===== config.mk =====
export PLATFORM = sky130hd
export DESIGN_NAME = tdm_demux1to2
export DESIGN_NICKNAME = d
export VERILOG_FILES = /design/src/rtl/tdm_demux1to2_pkg.sv /design/src/rtl/tdm_demux1to2_deser_shift.sv /design/src/rtl/tdm_demux1to2.sv
export SDC_FILE = /design/constraint.sdc
export NUM_CORES = 1
export LEC_CHECK = 0
export CORE_MARGIN = 2
export CORE_UTILIZATION = 50
export CTS_BUF_LIST = sky130_fd_sc_hd__clkbuf_16
export DETAILED_ROUTE_END_ITERATION = 16
export MAX_ROUTING_LAYER = met4
export PLACE_DENSITY_LB_ADDON = 0.15
export SLEW_MARGIN = 25
export SYNTH_ARGS = -nofsm -noshare
export SYNTH_HDL_FRONTEND = slang
export SYNTH_SLANG_ARGS = --single-unit

===== constraint.sdc =====
create_clock -name clk -period 1.9 [get_ports clk]
set_input_delay 0.38 -clock clk [delete_from_list [all_inputs] [get_ports clk]]
set_output_delay 0.38 -clock clk [all_outputs]
set_load 0.1 [all_outputs]

===== src/rtl/tdm_demux1to2_pkg.sv =====
// Shared definitions for the TDM 1-to-2 demultiplexer: FSM state encoding,
// channel constants and the slot-counter width helper.
package tdm_demux1to2_pkg;

  typedef enum logic {
    ST_HUNT = 1'b0,
    ST_RUN  = 1'b1
  } state_e;

  localparam logic CH0 = 1'b0;
  localparam logic CH1 = 1'b1;

  // Slot counter width for a frame of 2*width slots.
  function automatic int unsigned cnt_width(input int unsigned width);
    return (width < 1) ? 1 : $clog2(2 * width);
  endfunction

endpackage


===== src/rtl/tdm_demux1to2_deser_shift.sv =====
// MSB-first deserialising shift register for one TDM channel.
// Ports:
//   clk   - rising-edge clock
//   rst   - synchronous active-high reset (clears the register)
//   clr   - synchronous clear; if shift is also high the register restarts
//           holding only din (first bit of a fresh word)
//   shift - shift din in at the LSB
//   din   - serial data bit
//   q     - assembled word (first received bit ends up at the MSB)
module tdm_demux1to2_deser_shift #(
  parameter int unsigned WIDTH = 8
) (
  input  logic             clk,
  input  logic             rst,
  input  logic             clr,
  input  logic             shift,
  input  logic             din,
  output logic [WIDTH-1:0] q
);

  // Clear-with-shift lets a resync slot start a new word on the same edge.
  always_ff @(posedge clk) begin
    if (rst) begin
      q <= '0;
    end else if (clr) begin
      q <= shift ? WIDTH'(din) : '0;
    end else if (shift) begin
      q <= {q[WIDTH-2:0], din};
    end
  end

endmodule


===== src/rtl/tdm_demux1to2.sv =====
// Time-division 1-to-2 demultiplexer. De-interleaves a single-bit stream whose
// slots alternate ch0/ch1 and deserialises each channel into a WIDTH-bit word.
// Ports:
//   clk     - rising-edge clock
//   rst     - synchronous active-high reset
//   din     - multiplexed serial data bit
//   en      - slot strobe; din/sync are sampled only when en=1
//   sync    - frame marker (slot 0), qualified by en
//   q0      - last complete channel-0 word (even slots)
//   q1      - last complete channel-1 word (odd slots)
//   valid   - 1-cycle pulse when q0/q1 update
//   sel_out - channel of the next expected slot
//   err     - 1-cycle pulse when sync arrives off a frame boundary
module tdm_demux1to2
  import tdm_demux1to2_pkg::*;
#(
  parameter int unsigned WIDTH = 8
) (
  input  logic             clk,
  input  logic             rst,
  input  logic             din,
  input  logic             en,
  input  logic             sync,
  output logic [WIDTH-1:0] q0,
  output logic [WIDTH-1:0] q1,
  output logic             valid,
  output logic             sel_out,
  output logic             err
);

  localparam int unsigned      CNT_W     = cnt_width(WIDTH);
  localparam logic [CNT_W-1:0] LAST_SLOT = CNT_W'(2 * WIDTH - 1);

  state_e           state_q, state_d;
  logic [CNT_W-1:0] cnt_q, cnt_d;
  logic             accept_c;
  logic             restart_c;
  logic             slot_ch_c;
  logic             last_c;
  logic             err_d;
  logic             sel_d;
  logic             shift0_c, shift1_c;
  logic [WIDTH-1:0] sh0, sh1;
  logic [WIDTH-1:0] word0_c, word1_c;

  // FSM and slot counter registers.
  always_ff @(posedge clk) begin
    if (rst) begin
      state_q <= ST_HUNT;
      cnt_q   <= '0;
    end else begin
      state_q <= state_d;
      cnt_q   <= cnt_d;
    end
  end

  // Next state, slot counter and per-slot strobes.
  always_comb begin
    state_d   = state_q;
    cnt_d     = cnt_q;
    accept_c  = 1'b0;
    restart_c = 1'b0;
    slot_ch_c = CH0;
    last_c    = 1'b0;
    err_d     = 1'b0;

    if (en) begin
      case (state_q)
        ST_HUNT: begin
          if (sync) begin
            accept_c  = 1'b1;
            restart_c = 1'b1;
            state_d   = ST_RUN;
            cnt_d     = CNT_W'(1);
          end
        end
        ST_RUN: begin
          accept_c = 1'b1;
          if (sync && (cnt_q != '0)) begin
            // Misplaced sync: drop the partial frame and realign on this slot.
            restart_c = 1'b1;
            err_d     = 1'b1;
            cnt_d     = CNT_W'(1);
          end else begin
            slot_ch_c = cnt_q[0];
            if (cnt_q == LAST_SLOT) begin
              last_c = 1'b1;
              cnt_d  = '0;
            end else begin
              cnt_d = cnt_q + CNT_W'(1);
            end
          end
        end
        default: state_d = ST_HUNT;
      endcase
    end

    shift0_c = accept_c && (slot_ch_c == CH0);
    shift1_c = accept_c && (slot_ch_c == CH1);
    sel_d    = (state_d == ST_RUN) ? cnt_d[0] : 1'b0;
  end

  tdm_demux1to2_deser_shift #(.WIDTH(WIDTH)) u_ch0 (
    .clk   (clk),
    .rst   (rst),
    .clr   (restart_c),
    .shift (shift0_c),
    .din   (din),
    .q     (sh0)
  );

  tdm_demux1to2_deser_shift #(.WIDTH(WIDTH)) u_ch1 (
    .clk   (clk),
    .rst   (rst),
    .clr   (restart_c),
    .shift (shift1_c),
    .din   (din),
    .q     (sh1)
  );

  // Words including the bit sampled on this edge, so the last slot lands in q.
  assign word0_c = shift0_c ? {sh0[WIDTH-2:0], din} : sh0;
  assign word1_c = shift1_c ? {sh1[WIDTH-2:0], din} : sh1;

  // Output registers and pulse generation.
  always_ff @(posedge clk) begin
    if (rst) begin
      q0      <= '0;
      q1      <= '0;
      valid   <= 1'b0;
      err     <= 1'b0;
      sel_out <= 1'b0;
    end else begin
      valid   <= last_c;
      err     <= err_d;
      sel_out <= sel_d;
      if (last_c) begin
        q0 <= word0_c;
        q1 <= word1_c;
      end
    end
  end

endmodule

==> results.yml, run 1 <==
run_status:
  run_status: "finished clean"
floorplan:
  floorplan.die.width_um: 63.1
  start_util: 0.524
  die_area_um2: 3990
  die_y_um: 63.1
  rows: 21
  top_level_ports: 24
  core_region_area_um2: 3340
setup_path:
  worst-endpoint-arrival_ns: 1.85
  path_class: "reg -> reg"
  crit_path_start_kind: "flip-flop"
  cp-endpoint: "q1[0]"
  regToRegSetupSlack_ns: 0.24
  cp-end-kind: "flip-flop"
  worstPathMaxFanout: 10
  reg2reg_from: "cnt_q[1]"
  critPathSlowestCell: "and3_1"
  crit_start: "cnt_q[1]"
  critPathMaxStageDelay_ns: 0.40
  r2r_end: "q1[0]"
  worst-r2r-cell-count: 5
  critPathRequiredTime_ns: 2.08
  crit_path_cell_trace: "ha_1 -> and3_1 -> buf_4 -> a21oi_1 -> a311oi_1"
placed_design:
  dpl.cell_count: 257
  portBuffers: 23
  placedInstanceArea_um2: 2040
  place.gp.congestion: 0.849
  dp.final_hpwl_um: 2770
routing:
  route.detailed.wl_per_inst_um: 15.0
  drc_errors: 0
  detail_route.wirelength_um: 3920
  vias_per_cell: 5.82
  ant_nets: 0
  drt-pass1-iter-count: 4
  via_count: 1526
  dr.first_iter.drc_count: 76
logic_synthesis:
  synth_compound_gate_area_share: 0.289
  portion_of_netlist_area_occupied_by_mux_cells: 0.0401
  synth-xor-area-share: 0
  synthesis.nets: 194
  synthSimpleGateAreaFrac: 0.133
  synth_adder_area_share: 0.0143
  ys_ff_latch: 40
  synth_seq_area_share: 0.458
  synth_top_cell_area_share: 0.458
  synth_largest_area_cell: "dfxtp_1"
  netlist_instances: 187
  synth_top_family_by_area: "compound AO/OA/AOI/OAI gates"
  ys_types: 34
  synth_top_cells_by_area: "dfxtp_1 46%, a21oi_1 11%, a211oi_2 5.0%, nand2_1 4.3%, o211ai_1 4.3%"
  synth.yosys.warnings: 0
  synth_area_um2: 1750
  syn-mean-instance-area_um2: 9.35
power:
  max-vdd-ir-drop_mv: 0.431
  power.static_leakage_uw: 0.000769
  power_per_cell_area_nw_per_um2: 798
cts:
  post_cts.resized_instances: 0
  path_clk_slew_ns: 0.05
  clock_path_buffers: 2
  cts_tree: "done"
  clockRootBuffer: "clkbuf_16"
  post-cts-setup-buffer-count: 0
  htreeDepth: 2
  clkSinkCount: 40
  tritoncts.num_buffers: 5
  clkLatencyLatePin_ns: 0.27
  number_of_hold_buffers_added_after_cts: 0
layout:
  finalInstanceArea_um2: 2170
  final_layout_size_suffix_gt1_frac: 0.250
  nets: 225
  final_cell_count_no_fill: 262
  syn_to_final_growth_pct: 23.8
  final_common_cell: "dfxtp_1"
  diodes: 0
  most_used_cells_in_the_layout_excluding_fill_and_tap_cells: "40 x dfxtp_1, 38 x a21oi_1, 37 x buf_4"
grt:
  grt.overflow.total: 0
  number_of_global_route_vias_before_repair: 1456
  antenna_found_initial: 0
  overall_routing_resource_usage: 0.209
  largest_net_degree_at_the_start_of_global_routing: 18
  grt_first_pass_wirelength_um: 6480
timing:
  setup_viol_count_final: 0
  clock-skew-final_ns: 0.00443
  max-slew-margin-rel: 0.758
  rsz0062_at_grt: "no"
  tns_ns: 0
  clock.fmax_ghz: 0.601
  maxSlewViolCount: 0
  number_of_hold_violations_in_the_final_report: 0
  layout_min_cycle_time_ns: 1.66
  period_share: 0.876
  tightestPinTransition_ns: 0.358
min_path:
  hold_path.class: "reg -> reg"
  hp-start: "u_ch1.q[7]"
job:
  max_cap_viol_count: 0
[cells in the mapped netlist (all sizes together)]
cell	instances
clkbuf	4
o21a	1
buf	14
a21oi	38
nand2	20
ha	2
dfxtp	40
nand3b	2
and3	1
a211oi	8
nor4bb	1
and2	1
mux2i	7
o21bai	1
o211ai	10
nand4b	1
a31oi	1
nor3	1
inv	3
nor2	1
a22oi	1
and3b	1
and4b	2
nor2b	2
o21ai	2
or3b	1
nand3	10
a311oi	9
a21o	2
[kinds of logic after synthesis]
kind of cell             count (synthesis)
multiplexers                             7
flip-flops                              40
AO/OA/AOI/OAI                           73
AND/OR/NAND/NOR                         44
adder cells (fa/ha/maj)                  2
buffers and inverters                   21
[worst min-delay path by stage]
stage,depth (start not counted),slack [ns],to
2_1_floorplan,2,0.44,u_ch1.q[7]
3_3_place_gp,2,0.44,u_ch1.q[7]
3_5_place_dp,2,0.46,u_ch1.q[7]
4_1_cts,2,0.46,u_ch1.q[7]
5_1_grt,2,0.49,u_ch1.q[7]
6_report,2,0.46,u_ch1.q[7]
[flip-flops by register name, indices dropped and copies added (netlist names)]
register  cells
cnt_q         4
err           1
q0            8
q1            8
sel_out       1
state_q       1
u_ch0.q       8
u_ch1.q       8
valid         1
[area by class of cell]
class	count	area, µm²
fillers	266	1170
multi-input cells	126	833
flip-flops and latches	40	801
repair buffers	42	338
clock buffers	5	125
well taps	46	57.6
inverters	3	11.3
[stage by stage]
stage | util | hold WS, ns | total power, µW | setup slack [ns]
5_1_grt | 0.649 | 0.494 | 1800 | 0.103
2_1_floorplan | - | 0.436 | 951 | 0.215
6_report | 0.649 | 0.464 | 1730 | 0.235
3_5_place_dp | 0.612 | 0.455 | 1000 | 0.0697
4_1_cts | 0.649 | 0.464 | 1740 | 0.245
3_3_place_gp | 0.612 | 0.441 | 997 | 0.0871
[layer usage]
layer,global-route usage,vias to the layer above,routed length [µm],part of all wire
met5,-,-,0,0
met4,0.114,0,82,0.021
met3,0.0589,11,158,0.040
met2,0.314,35,1790,0.46
met1,0.255,729,1880,0.48
li1,-,751,-,-
[where the power goes]
group | switching (µW) | total (µW) | internal, µW
Clock | 280 | 743 | 463
Sequential | 7.93 | 854 | 846
Combinational | 77.8 | 131 | 53.3
Total | 366 | 1730 | 1360
[worst max-delay path: cells and delay by family (launching register included)]
kind | cells | cell delay, ns
compound gates | 2 | 0.31
fa+ha+maj | 1 | 0.24
buf+inv | 1 | 0.24
flops | 1 | 0.38
simple gates | 1 | 0.40
(Power assumes the default switching activity.)
==> run 2, diff against run 1 <==
==> constraint.sdc (replaced) <==
create_clock -name clk -period 2.1 [get_ports clk]
set_input_delay 0.42 -clock clk [delete_from_list [all_inputs] [get_ports clk]]
set_output_delay 0.42 -clock clk [all_outputs]
set_load 0.1 [all_outputs]
==> run 2 against run 1 <==
  * Critical endpoint is now q0[6]
  * Utilization shrank 0.86 points
  * Largest cell class unchanged
  * Total power shrank 8.1%
  * Hold slack gained 0.014 ns
  * Global-route usage is 1.7 points higher
  * Combinational power shrank 14%
  * Critical path depth is the same
  * Register-to-register slack improved by 0.21 ns
==> results.yml, run 2 (same netlist as run 1, synthesis figures left out) <==
cts:
  clock_path_buffers: 2
  clkSinkCount: 40
  tritoncts.num_buffers: 5
  clkLatencyLatePin_ns: 0.28
  post_cts.resized_instances: 0
  htreeDepth: 2
  clockRootBuffer: "clkbuf_16"
  number_of_hold_buffers_added_after_cts: 0
  path_clk_slew_ns: 0.06
  cts_tree: "done"
  post-cts-setup-buffer-count: 0
setup_path:
  worstPathMaxFanout: 10
  crit_start: "en"
  crit_path_start_kind: "input pin"
  worst-endpoint-arrival_ns: 1.88
  path_class: "in -> reg"
  reg2reg_from: "cnt_q[1]"
  critPathRequiredTime_ns: 2.29
  regToRegSetupSlack_ns: 0.45
  cp-end-kind: "flip-flop"
  worst-r2r-cell-count: 5
  cp-endpoint: "q0[6]"
  r2r_end: "q0[6]"
timing:
  tightestPinTransition_ns: 0.440
  rsz0062_at_grt: "no"
  layout_min_cycle_time_ns: 1.69
  setup_viol_count_final: 0
  max-slew-margin-rel: 0.706
  tns_ns: 0
  number_of_hold_violations_in_the_final_report: 0
  whs_ns: 0.477
  clock.fmax_ghz: 0.593
  period_share: 0.803
  setup_slack_ns: 0.413
  maxSlewViolCount: 0
  clock-skew-final_ns: 0.00469
layout:
  diodes: 0
  final_layout_size_suffix_gt1_frac: 0.242
  syn_to_final_growth_pct: 22.2
  final_cell_count_no_fill: 261
  nets: 221
  most_used_cells_in_the_layout_excluding_fill_and_tap_cells: "40 x dfxtp_1, 38 x a21oi_1, 34 x buf_4"
  final_common_cell: "dfxtp_1"
placed_design:
  dp.final_hpwl_um: 2820
  place_ws_ns: 0.126
  dpl.cell_count: 253
  portBuffers: 23
  place.gp.congestion: 0.863
routing:
  dr.first_iter.drc_count: 98
  drt-pass1-iter-count: 4
  via_count: 1545
  detail_route.wirelength_um: 3990
  ant_nets: 0
  route.detailed.wl_per_inst_um: 15.3
  vias_per_cell: 5.92
  drc_errors: 0
grt:
  overall_routing_resource_usage: 0.226
  number_of_global_route_vias_before_repair: 1501
  largest_net_degree_at_the_start_of_global_routing: 18
  grt_first_pass_wirelength_um: 6890
  antenna_found_initial: 0
  grt.overflow.total: 0
floorplan:
  die_y_um: 63.1
  top_level_ports: 24
  start_util: 0.524
  core_region_area_um2: 3340
  die_area_um2: 3990
  rows: 21
  floorplan.die.width_um: 63.1
power:
  power.static_leakage_uw: 0.000757
  power_per_cell_area_nw_per_um2: 743
  max-vdd-ir-drop_mv: 0.468
min_path:
  hold_path.class: "reg -> reg"
job:
  max_cap_viol_count: 0
run_status:
  run_status: "finished clean"
==> run 2: report_power, final <==
part	internal, µW	leakage [µW]	switching, µW
Clock	430	0.0000710	274
Combinational	42.6	0.000363	70.4
Sequential	765	0.000323	6.44
==> run 2: worst min path at each step <==
stage / slack (ns) / from / cells after the start / end
floorplan: 0.44 / u_ch1.q[7] / 2 / u_ch1.q[7]
global placement: 0.45 / u_ch1.q[7] / 2 / u_ch1.q[7]
detailed placement: 0.47 / u_ch1.q[7] / 2 / u_ch1.q[7]
CTS: 0.48 / u_ch1.q[7] / 2 / u_ch1.q[7]
global route: 0.51 / u_ch1.q[7] / 2 / u_ch1.q[7]
finish: 0.48 / u_ch1.q[7] / 2 / u_ch1.q[7]
==> run 2: through the flow <==
step	power, µW	util	cell area [µm²]
3_5_place_dp	899	0.599	2000
4_1_cts	1610	0.640	2140
5_1_grt	1650	0.640	2140
3_3_place_gp	896	0.599	2000
6_report	1590	0.640	2140
2_1_floorplan	860	-	1750
==> run 2: routing by layer <==
layer / track usage / vias up / part of all wire
met2: 0.350 / 43 / 0.48
li1: - / 746 / -
met5: - / - / 0
met1: 0.275 / 743 / 0.44
met3: 0.0607 / 13 / 0.046
met4: 0.103 / 0 / 0.027
==> run 2: critical path, stage by stage <==
cell and delay (ns):
clkdlybuf4s50_1 0.61, and3b_1 0.31, buf_4 0.21, a21oi_1 0.09
a311oi_2 0.23
==> run 2: final cells by class <==
class / count / area, µm²
multi-input cells: 126 / 833
clock buffers: 5 / 125
clock inverters: 3 / 13.8
well taps: 46 / 57.6
fillers: 279 / 1200
repair buffers: 38 / 295
flip-flops and latches: 40 / 801
inverters: 3 / 11.3
==> run 3, diff against run 2 <==
--- a/config.mk
+++ b/config.mk
@@ -6,7 +6,7 @@
 export NUM_CORES = 1
 export LEC_CHECK = 0
 export CORE_MARGIN = 2
-export CORE_UTILIZATION = 50
+export CORE_UTILIZATION = 48
 export CTS_BUF_LIST = sky130_fd_sc_hd__clkbuf_16
 export DETAILED_ROUTE_END_ITERATION = 16
 export MAX_ROUTING_LAYER = met4
==> constraint.sdc (replaced) <==
create_clock -name clk -period 1.5 [get_ports clk]
set_input_delay 0.3 -clock clk [delete_from_list [all_inputs] [get_ports clk]]
set_output_delay 0.3 -clock clk [all_outputs]
set_load 0.1 [all_outputs]
==> run 3 against run 2 <==
  * Cell count up 3.8%
  * Highest routed layer unchanged
  * Register-to-register slack worse by 0.40 ns
  * Via count up 2.7%
  * Sequential power up 40%
  * Utilization up 9.5 points
  * Largest power group unchanged
  * Largest cell class unchanged
  * Count of clock-buffer cells in the layout unchanged
==> results.yml, run 3 (same netlist as run 1, synthesis figures left out) <==
grt:
  largest_net_degree_at_the_start_of_global_routing: 18
  grt.overflow.total: 0
  number_of_global_route_vias_before_repair: 1566
  overall_routing_resource_usage: 0.229
  antenna_found_initial: 0
  grt_first_pass_wirelength_um: 7220
layout:
  fillerInstances: 247
  final_common_cell: "dfxtp_1"
  most_used_cells_in_the_layout_excluding_fill_and_tap_cells: "38 x dfxtp_1, 37 x a21oi_1, 23 x buf_4"
  final_cell_count_no_fill: 271
  final_layout_size_suffix_gt1_frac: 0.324
  diodes: 0
  ff_latch_area_um2: 803
  nets: 231
  syn_to_final_growth_pct: 43.7
  multi_input_comb_area_um2: 873
floorplan:
  die_area_um2: 4140
  rows: 21
  floorplan.die.width_um: 64.4
  die_y_um: 64.4
  start_util: 0.512
  top_level_ports: 24
  core_region_area_um2: 3420
setup_path:
  critPathRequiredTime_ns: 1.65
  cp-end-kind: "flip-flop"
  crit_start: "cnt_q[1]"
  critPathSlowestCell: "dfxtp_2"
  reg2reg_from: "cnt_q[1]"
  path_class: "reg -> reg"
  critPathMaxStageDelay_ns: 0.36
  worst-endpoint-arrival_ns: 1.60
  worstPathMaxFanout: 17
  crit_path_cell_trace: "ha_2 -> and3_1 -> and2_4 -> a311oi_2"
  crit_path_start_kind: "flip-flop"
routing:
  wl_met2_um: 2100
  route.detailed.wl_per_inst_um: 15.5
  via_count: 1586
  top_layer: "met4"
  wl_met3_um: 191
  drt-pass1-iter-count: 4
  detail_route.wirelength_um: 4200
  detail_route.wirelength.met1_um: 1840
  drc_errors: 0
  vias_per_cell: 5.85
  dr.first_iter.drc_count: 84
  ant_nets: 0
timing:
  layout_min_cycle_time_ns: 1.45
  maxSlewViolCount: 0
  setup_viol_count_final: 0
  number_of_hold_violations_in_the_final_report: 0
  period_share: 0.968
  max-slew-margin-rel: 0.775
  tightestPinTransition_ns: 0.334
  clock.fmax_ghz: 0.689
  rsz0062_at_grt: "yes"
  whs_ns: 0.470
  clock-skew-final_ns: 0.00171
power:
  power.static_leakage_uw: 0.000869
  power_per_cell_area_nw_per_um2: 914
  power.total_uw: 2300
  power_frac_seq: 0.471
  p_int_uw: 1770
  max-vdd-ir-drop_mv: 0.690
  switching_power_uw: 528
  swShare: 0.230
  clock_power_share: 0.446
  p_comb_frac: 0.083
cts:
  clkLatencyLatePin_ns: 0.28
  cts_tree: "done"
  path_clk_slew_ns: 0.06
  clkSinkCount: 40
  tritoncts.num_buffers: 5
  htreeDepth: 2
  clock_path_buffers: 2
  clockRootBuffer: "clkbuf_16"
min_path:
  hp-start: "u_ch1.q[7]"
  hold_path.class: "reg -> reg"
placed_design:
  dp.final_hpwl_um: 2990
  place.gp.congestion: 0.841
  dpl.cell_count: 262
  portBuffers: 23
run_status:
  run_status: "finished clean"
job:
  max_cap_viol_count: 0
-- run 3: cell types whose count changed in the layout (fill, tap and decap cells not counted), sizes merged --
| cell | before | now |
|---|---|---|
| buf | 34 | 44 |
-- run 3: critical path: cells and delay by family, from the launching register on --
| family | cells | cell delay, ns |
|---|---|---|
| compound gates | 1 | 0.14 |
| simple gates | 2 | 0.59 |
| flops | 1 | 0.36 |
| fa+ha+maj | 1 | 0.22 |
-- run 3: timing repair --
item,in CTS,in global routing
setup endpoints to repair,1,22
pin swaps,0,2
hold buffers,0,0
buffers inserted,0,1
gates resized for setup,1,5
-- run 3: through the flow --
step / TNS (ns) / area [µm²] / util / setup slack [ns]
after floorplan: -0.0285 / 1770 / - / -0.00647
after detailed placement: -4.70 / 2320 / 0.679 / -0.259
after global routing: -0.0123 / 2510 / 0.736 / -0.00889
after global placement: -3.38 / 2320 / 0.679 / -0.178
final: 0 / 2510 / 0.736 / 0.0477
after CTS: 0 / 2460 / 0.722 / 0.0452
-- run 3: path summary, 6_finish.rpt --
path,end,slack [ns],depth (start not counted)
max,q0[3],0.05,4
min,u_ch1.q[7],0.47,2
max reg2reg,q0[3],0.05,4
min reg2reg,u_ch1.q[7],0.47,2
-- run 3: layout make-up --
cell class              instances  share of cell area
multi-input cells             126               0.347
inverters                       3             0.00448
flip-flops and latches         40               0.320
repair buffers                 48               0.248
clock inverters                 3             0.00747
well taps                      46              0.0229
clock buffers                   5              0.0498
-- run 3: routing by layer --
metal  track usage  vias up
met4        0.0878        0
met5             -        -
li1              -      768
met2         0.378       40
met1         0.272      769
met3        0.0546        9
-- run 3: power by group through the flow --
stage	Sequential, µW	Combinational (µW)	Clock, µW
2_1_floorplan	1110	99.1	0
3_3_place_gp	1100	176	0
3_5_place_dp	1100	178	0
4_1_cts	1080	179	1040
5_1_grt	1080	205	1090
6_report	1080	190	1020
